--- src/rtl/serial_subtractor.sv ---
// Bit-serial subtractor: computes a - b - bin one bit per clock, LSB first,
// then presents diff, unsigned borrow-out and signed overflow until the next
// accepted start.
module serial_subtractor #(
   parameter int N = 8
) (
   input  logic         clk,
   input  logic         rst,
   input  logic         start,
   input  logic [N-1:0] a,
   input  logic [N-1:0] b,
   input  logic         bin,
   output logic         ready,
   output logic         valid,
   output logic [N-1:0] diff,
   output logic         bout,
   output logic         overflow
);

   localparam int CW = $clog2(N + 1);

   typedef enum logic [1:0] {
      IDLE = 2'd0,
      RUN  = 2'd1,
      DONE = 2'd2
   } state_t;

   state_t         state_q, state_d;
   logic [N-1:0]   a_sh_q, a_sh_d;
   logic [N-1:0]   b_sh_q, b_sh_d;
   logic [N-1:0]   res_q, res_d;
   logic           br_q, br_d;
   logic [CW-1:0]  cnt_q, cnt_d;
   logic [N-1:0]   diff_q, diff_d;
   logic           bout_q, bout_d;
   logic           ovf_q, ovf_d;

   // Single-bit full-subtractor slice, fed by the LSBs of the shift registers.
   logic bit_d, bit_br;
   assign bit_d  = a_sh_q[0] ^ b_sh_q[0] ^ br_q;
   assign bit_br = (~a_sh_q[0] & b_sh_q[0]) | (~(a_sh_q[0] ^ b_sh_q[0]) & br_q);

   // Next-state and datapath update for the IDLE/RUN/DONE sequence.
   always_comb begin
      // NOTE: every signal gets a default first so no path leaves it unassigned, which would infer a latch.
      state_d = state_q;
      a_sh_d  = a_sh_q;
      b_sh_d  = b_sh_q;
      res_d   = res_q;
      br_d    = br_q;
      cnt_d   = cnt_q;
      diff_d  = diff_q;
      bout_d  = bout_q;
      ovf_d   = ovf_q;

      unique case (state_q)
         IDLE, DONE: begin
            if (start) begin
               a_sh_d  = a;
               b_sh_d  = b;
               br_d    = bin;
               cnt_d   = '0;
               state_d = RUN;
            end
         end
         RUN: begin
            a_sh_d = {1'b0, a_sh_q[N-1:1]};
            b_sh_d = {1'b0, b_sh_q[N-1:1]};
            res_d  = {bit_d, res_q[N-1:1]};
            br_d   = bit_br;
            cnt_d  = cnt_q + CW'(1);
            if (cnt_q == CW'(N - 1)) begin
               // Last bit: br_q is the borrow into the sign bit, bit_br the borrow out.
               cnt_d   = cnt_q;
               diff_d  = {bit_d, res_q[N-1:1]};
               bout_d  = bit_br;
               ovf_d   = br_q ^ bit_br;
               state_d = DONE;
            end
         end
         default: state_d = IDLE;
      endcase
   end

   // State and datapath registers, cleared asynchronously by rst low.
   always_ff @(posedge clk or negedge rst) begin
      // NOTE: sequential state uses non-blocking assignments so all flops update together at the edge.
      if (!rst) begin
         state_q <= IDLE;
         a_sh_q  <= '0;
         b_sh_q  <= '0;
         res_q   <= '0;
         br_q    <= 1'b0;
         cnt_q   <= '0;
         diff_q  <= '0;
         bout_q  <= 1'b0;
         ovf_q   <= 1'b0;
      end else begin
         state_q <= state_d;
         a_sh_q  <= a_sh_d;
         b_sh_q  <= b_sh_d;
         res_q   <= res_d;
         br_q    <= br_d;
         cnt_q   <= cnt_d;
         diff_q  <= diff_d;
         bout_q  <= bout_d;
         ovf_q   <= ovf_d;
      end
   end

   assign ready    = (state_q != RUN);
   assign valid    = (state_q == DONE);
   assign diff     = diff_q;
   assign bout     = bout_q;
   assign overflow = ovf_q;

endmodule

--- config.mk ---
export PLATFORM = sky130hd
export DESIGN_NAME = serial_subtractor
export DESIGN_NICKNAME = d
export VERILOG_FILES = /design/src/rtl/serial_subtractor.sv
export SDC_FILE = /design/constraint.sdc
export NUM_CORES = 1
export LEC_CHECK = 0
export CORE_UTILIZATION = 25
export DETAILED_ROUTE_END_ITERATION = 7
export PLACE_DENSITY = 0.51
export SETUP_SLACK_MARGIN = 0.4
export SLEW_MARGIN = 30
export SYNTH_ARGS = -nofsm -noshare
export SYNTH_HDL_FRONTEND = slang
export SYNTH_SLANG_ARGS = --single-unit
--- constraint.sdc ---
create_clock -name clk -period 4.13 [get_ports clk]
set_clock_uncertainty 0.05 [all_clocks]
set_input_delay 0.6195 -clock clk [delete_from_list [all_inputs] [get_ports clk]]
set_output_delay 0.6195 -clock clk [all_outputs]
set_load 0.02 [all_outputs]
==> results by group, run 1 <==
Status
  – Status: finished, final reports clean

CTS
  – CTS H-tree lvls: 2
  – Clock Tree Buf Depth: 2
  – PostCTS Resize Cnt: 0
  – Post-CTS Hold Fix Bufs: 0
  – TritonCTS clock tree: built
  – Reg clk slew, reported paths: 0.09 ns
  – Setup bufs post-CTS: 0
  – Clock Sinks: 40
  – Worst skew pair latency: roughly 0.3 ns
  – Num CTS Buffers: 5
  – Root Buffer: clkbuf_8

Synthesis
  – Top cells by area, synth: dfrtp_1, nand2_1, mux2_4
  – Syn_nets: 192
  – Sequential share of the synthesized area: 0.5606
  – Avg Inst Size Synth: 10.50 µm²
  – Synth unique cells: 27
  – Seq cells post-synth: 40
  – Syn. warnings: 0
  – Top cells by count, synth: nand2_1, dfrtp_1, nor2_1
  – Most used DFF post-synth: dfrtp_1
  – Post-synthesis cell area: around 0.0018 mm²
  – Cell with the most instances after synthesis: nand2_1
  – Synth area leader: dfrtp_1
  – Fraction of registers with async set/reset: 1.000
  – Number of flops mapped to enable cells by yosys: 0
  – Post-synth top area share: 0.5606
  – Synthesized instance count: between 150 and 200

Setup path
  – CP required: around 3.5 ns
  – CP Buf/Inv Count: 2
  – Slack of the worst reg-to-reg path: around 2.2 ns
  – Slowest CP cell: clkdlybuf4s50_1
  – CP Cell Sequence: and2b_2 > inv_2 > clkdlybuf4s50_1
  – Startpoint types: register
  – Crit path max fanout: 13
  – Critical path's top delay family: buffers and inverters
  – CP Class: register to primary output
  – Critical path arrival: 1.71 ns
  – Crit. End Element: primary output
  – Largest stage delay, worst path: approximately 0.6 ns

Floorplan
  – Die ar.: about 0.0075 mm²
  – I/O Pins: 32
  – FP Rows: 30
  – Initial Util: 0.2614
  – Chip height: 86.51 µm
  – Core Area: approximately 0.007 mm²
  – DIE WIDTH: slightly below 90 µm

Detailed routing
  – Remaining antenna violation count after routing: 0
  – Vias per cell: approximately 4.1
  – Final WL: 3518 µm
  – Routed vias: 1229
  – WL per Instance: approximately 12 µm
  – Initial drt markers: between 70 and 80
  – Remaining DRCs: 0
  – DR pass1 iterations: 3

STA
  – Max Slew Vio Count: 0
  – Fin. Hold Viols: 0
  – Setup_tns: 0 ns
  – Min Tclk post-route: 2.377 ns
  – RSZ-0062 raised after global routing: false
  – Slew margin rel.: 0.5093
  – Final period util: 0.5755
  – Slew @ Worst Pin: ~0.74 ns
  – Highest Clock Rate: approximately 0.42 GHz
  – Final setup vio count: 0

Global routing
  – Remaining Overflow, GRT: 0
  – Vias in the first global route: 1303
  – Global-route wire length before repair: 6078 µm
  – Largest net degree at the start of global routing: roughly 40
  – Initial antenna violation count: 0
  – Met3 Use GR: 0.03524
  – Met2 usage: 0.1631
  – GR peak layer: met2
  – Met1 usage: 0.1399
  – All-Layer GR Usage: 0.1064

Placed design
  – Routability cong.: slightly below 0.7
  – Post-DP HPWL: about 2300 µm
  – Port-buffer cells: 31

Pwr
  – Power density over the cells: between 800 and 900 mW/mm²
  – Leakage power: between 1 and 1.5 nW
  – VDD IR max: just over 0.3 mV
  – Total power: ~1.9 mW

Worst hold path
  – Hold Path Class: input port to asynchronous set/reset pin

Cells and area
  – Layout cells sized above 1: 0.1238
  – Antenna cells: 0
  – Final #Nets: roughly 220
  – Area growth syn-to-layout: 27.82%

Flow run
  – Max cap viols: 0
==> area by class of cell <==
cell class / instances / area, µm²
fillers: 729 / 4549
flip-flops and latches: 40 / 1001
multi-input cells: 116 / 704.4
repair buffers: 33 / 322.8
well taps: 96 / 120.1
clock buffers: 5 / 68.82
clock inverters: 3 / 46.29
inverters: 5 / 18.77
==> worst paths after layout <==
path	startpoint	endpoint	cells past startpoint
min in group clk	res_q[6]$_DFFE_PN0P_	res_q[5]$_DFFE_PN0P_	2
min	rst	res_q[5]$_DFFE_PN0P_	1
max reg2reg	state_q[1]$_DFFE_PN0P_	diff[6]$_DFFE_PN0P_	5
max	state_q[0]$_DFFE_PN0P_	ready	3
min reg2reg	res_q[6]$_DFFE_PN0P_	res_q[5]$_DFFE_PN0P_	2
max in group asynchronous	rst	a_sh_q[0]$_DFFE_PN0P_	1
==> flip-flops by register name, summed over array words and instances, names as in the netlist <==
signal and count:
b_sh_q 8, res_q 7, diff 8, overflow 1, state_q 2, cnt_q 4
br_q 1, bout 1, a_sh_q 8
==> cell families after synthesis <==
group	Yosys count	synth area share
muxes	14	0.1037
buffers and inverters	14	0.04485
and+or+nand+nor	78	0.1871
AOI/OAI and AO/OA	20	0.07568
adders and majority gates	2	0.01822
xor gates and xnor gates	2	0.009813
DFF	40	0.5606
==> routing by layer <==
metal | up-vias | part of all wire
li1 | 615 | -
met4 | 0 | 0.012
met3 | 5 | 0.045
met1 | 585 | 0.50
met2 | 24 | 0.44
met5 | - | 0
==> cells in the final DEF (no fill, tap or decap), types with 2 or more instances in the layout <==
cell type and count:
dfrtp_1 40, buf_4 3, a31oi_1 14, nand2_1 55
clkbuf_8 5, mux2_4 9, a22o_1 2, nor2b_1 2
nor2_1 15, inv_1 4, mux2i_1 5, clkdlybuf4s50_1 30
==> where the power goes <==
part / internal [mW] / total (mW) / switching (mW) / leakage [nW]
clock: 0.182 / 0.330 / 0.148 / 0.0548
combinational: 0.396 / 0.843 / 0.446 / 0.517
sequential: 0.585 / 0.699 / 0.113 / 0.479
total: 1.16 / 1.87 / 0.707 / 1.05
==> metrics by stage <==
stage	util	cells	setup WS, ns	instance area, µm²	hold slack, ns
finish	0.3341	298	1.753	2282	0.2470
global route	0.3341	298	1.684	2282	0.2781
CTS	0.3337	298	1.732	2280	0.4308
detailed placement	0.3169	290	1.983	2165	0.4217
global placement	0.3169	290	2.038	2165	0.4123
floorplan	-	170	2.442	1785	0.2739
Power figures use the tool's default switching activity.
==> inputs of run 2 (changes only) <==
Clock period 4.13 ns to 2.4 ns, I/O delays scaled along.
==> run 2 against run 1 <==
Net effect:
- sequential power grew 73%
- final cell count grew 1.0%
- power up 65%
- critical path depth is the same
- sequential cell count unchanged
- global-route usage increased by 0.37 points
- combinational power grew 72%
- non-clock buffer count is 4 higher
- sequential share of layout area increased by 0.22 points
- clock power increased by 27%
- clock-buffer cell count rose by 1
- core utilization decreased by 0.16 points
- highest routed layer unchanged
==> results by group, run 2 (synthesis results as in run 1) <==
CTS
  – PostCTS Resize Cnt: 1 (+1)
  – CTS H-tree lvls: 2 (unchanged)
  – Worst skew pair latency: 0.29 ns (about the same)
  – Root Buffer: clkbuf_8
  – Clock Sinks: 40 (unchanged)
  – TritonCTS clock tree: built
  – Clock Tree Buf Depth: 2 (unchanged)
  – Post-CTS Hold Fix Bufs: 0 (unchanged)
  – Setup bufs post-CTS: 0 (unchanged)
  – Num CTS Buffers: 5 (unchanged)
  – Reg clk slew, reported paths: 0.07 ns (-0.02 ns)

STA
  – Slew margin rel.: 0.5931 (+0.08378)
  – Highest Clock Rate: 0.5210 GHz
  – Setup_tns: 0 ns (unchanged)
  – Final setup vio count: 0 (unchanged)
  – RSZ-0062 raised after global routing: false
  – Final period util: 0.7998
  – Fin. Hold Viols: 0 (unchanged)
  – Slew @ Worst Pin: 0.6103 ns (-0.1257 ns)
  – Min Tclk post-route: 1.920 ns
  – Max Slew Vio Count: 0 (unchanged)
  – Hold WS: 0.01176 ns (-0.2353 ns)

Floorplan
  – Initial Util: 0.2614 (unchanged)
  – I/O Pins: 32 (unchanged)
  – Chip height: 86.51 µm (unchanged)
  – FP Rows: 30 (unchanged)
  – Core Area: 0.006832 mm² (unchanged)
  – Die ar.: 0.007484 mm² (unchanged)
  – DIE WIDTH: 86.51 µm (unchanged)

Status
  – Status: finished, final reports clean

Flow run
  – Max cap viols: 0 (unchanged)

Detailed routing
  – Initial drt markers: 59 (-21%)
  – WL per Instance: 11.59 µm (-1.8%)
  – Remaining antenna violation count after routing: 0 (unchanged)
  – Vias per cell: 4.096 (-0.67%)
  – Final WL: 3488 µm (-0.85%)
  – DR pass1 iterations: 4 (+1)
  – Routed vias: 1233 (+0.33%)
  – Remaining DRCs: 0 (unchanged)

Global routing
  – Global-route wire length before repair: 6189 µm (+1.8%)
  – All-Layer GR Usage: 0.1101 (+0.003721)
  – Remaining Overflow, GRT: 0 (unchanged)
  – Largest net degree at the start of global routing: 26 (-37%)
  – Vias in the first global route: 1256 (-3.6%)
  – Initial antenna violation count: 0 (unchanged)

Setup path
  – Critical path arrival: 1.51 ns (-0.20 ns)
  – Slowest CP cell: and2b_2
  – Startpoint types: register
  – Register-to-Register Path Depth: 4 (-1)
  – Largest stage delay, worst path: 0.38 ns (-0.22 ns)
  – Slack of the worst reg-to-reg path: 0.75 ns (-1.48 ns)
  – Worst R2R Start: state_q[1]$_DFFE_PN0P_
  – Crit path max fanout: 13 (unchanged)
  – CP Class: register to primary output
  – Crit. End Element: primary output
  – CP required: 1.99 ns (-1.47 ns)
  – CP Cell Sequence: and2b_2 > inv_2 > dlygate4sd2_1
  – RR Endpoint: diff[1]$_DFFE_PN0P_

Placed design
  – Post-DP HPWL: 2499 µm (+7.8%)
  – Placement-stage cell area: 0.002195 mm² (+1.4%)
  – Port-buffer cells: 31 (unchanged)
  – Cell count after placement: 294 (+1.4%)
  – Routability cong.: 0.6983 (+2.2%)

Pwr
  – Leakage power: 1.057 nW (+0.57%)
  – VDD IR max: 0.5049 mV (+63%)
  – Power density over the cells: 1357 mW/mm² (+65%)

Cells and area
  – Layout cells sized above 1: 0.1317 (+0.007945)
  – Antenna cells: 0 (unchanged)
  – Commonest non-fill, non-tap cell in the layout: nand2_1
  – Post-route insts no fill: 301 (+1.0%)
  – Design area: 0.002271 mm² (-0.49%)
  – Final Util: 0.3324 (-0.001648)
  – Most frequent cells in the layout: nand2_1, dfrtp_1, clkdlybuf4s50_1
  – Final #Nets: 227 (+1.8%)
  – Area growth syn-to-layout: 27.19%

Worst hold path
  – Hold Path Class: input port to asynchronous set/reset pin
==> run 2: worst max-delay path by stage <==
stage                           to                    from
3_5_place_dp                 ready  state_q[0]$_DFFE_PN0P_
3_3_place_gp                 ready  state_q[0]$_DFFE_PN0P_
4_1_cts                      ready  state_q[1]$_DFFE_PN0P_
6_report                     ready  state_q[1]$_DFFE_PN0P_
2_1_floorplan  diff[0]$_DFFE_PN0P_    cnt_q[0]$_DFFE_PN0P_
5_1_grt                      ready  state_q[1]$_DFFE_PN0P_
==> run 2: critical path: cells and delay by family (launching register included) <==
family | cells | cell delay, ns
buffers and inverters | 2 | 0.47
flip-flops | 1 | 0.37
AND/OR/NAND/NOR | 1 | 0.38
==> run 2: metal layers <==
metal / part of all wire / track usage
met5: 0 / 0
met4: 0.012 / 0.02727
met3: 0.052 / 0.04476
met2: 0.41 / 0.1602
met1: 0.52 / 0.1522
==> run 2: area by class of cell <==
cell class              instances  area [µm²]
fillers                       760        4561
flip-flops and latches         40        1001
multi-input cells             116       704.4
repair buffers                 37       349.1
well taps                      96       120.1
clock buffers                   6       72.57
inverters                       5       18.77
clock inverters                 1       5.005
==> run 2: power breakdown <==
group / leakage, nW / total, mW / internal (mW) / switching, mW
clock network: 0.0410 / 0.419 / 0.198 / 0.221
registers: 0.479 / 1.21 / 1.01 / 0.200
logic: 0.537 / 1.45 / 0.692 / 0.763
total: 1.06 / 3.08 / 1.90 / 1.18
==> run 2: through the flow <==
step / power (mW) / setup WS [ns]
3_5_place_dp: 2.718 / 0.5143
3_3_place_gp: 2.689 / 0.5204
5_1_grt: 3.373 / 0.4114
6_report: 3.082 / 0.4805
2_1_floorplan: 2.291 / 0.9612
4_1_cts: 3.137 / 0.4611
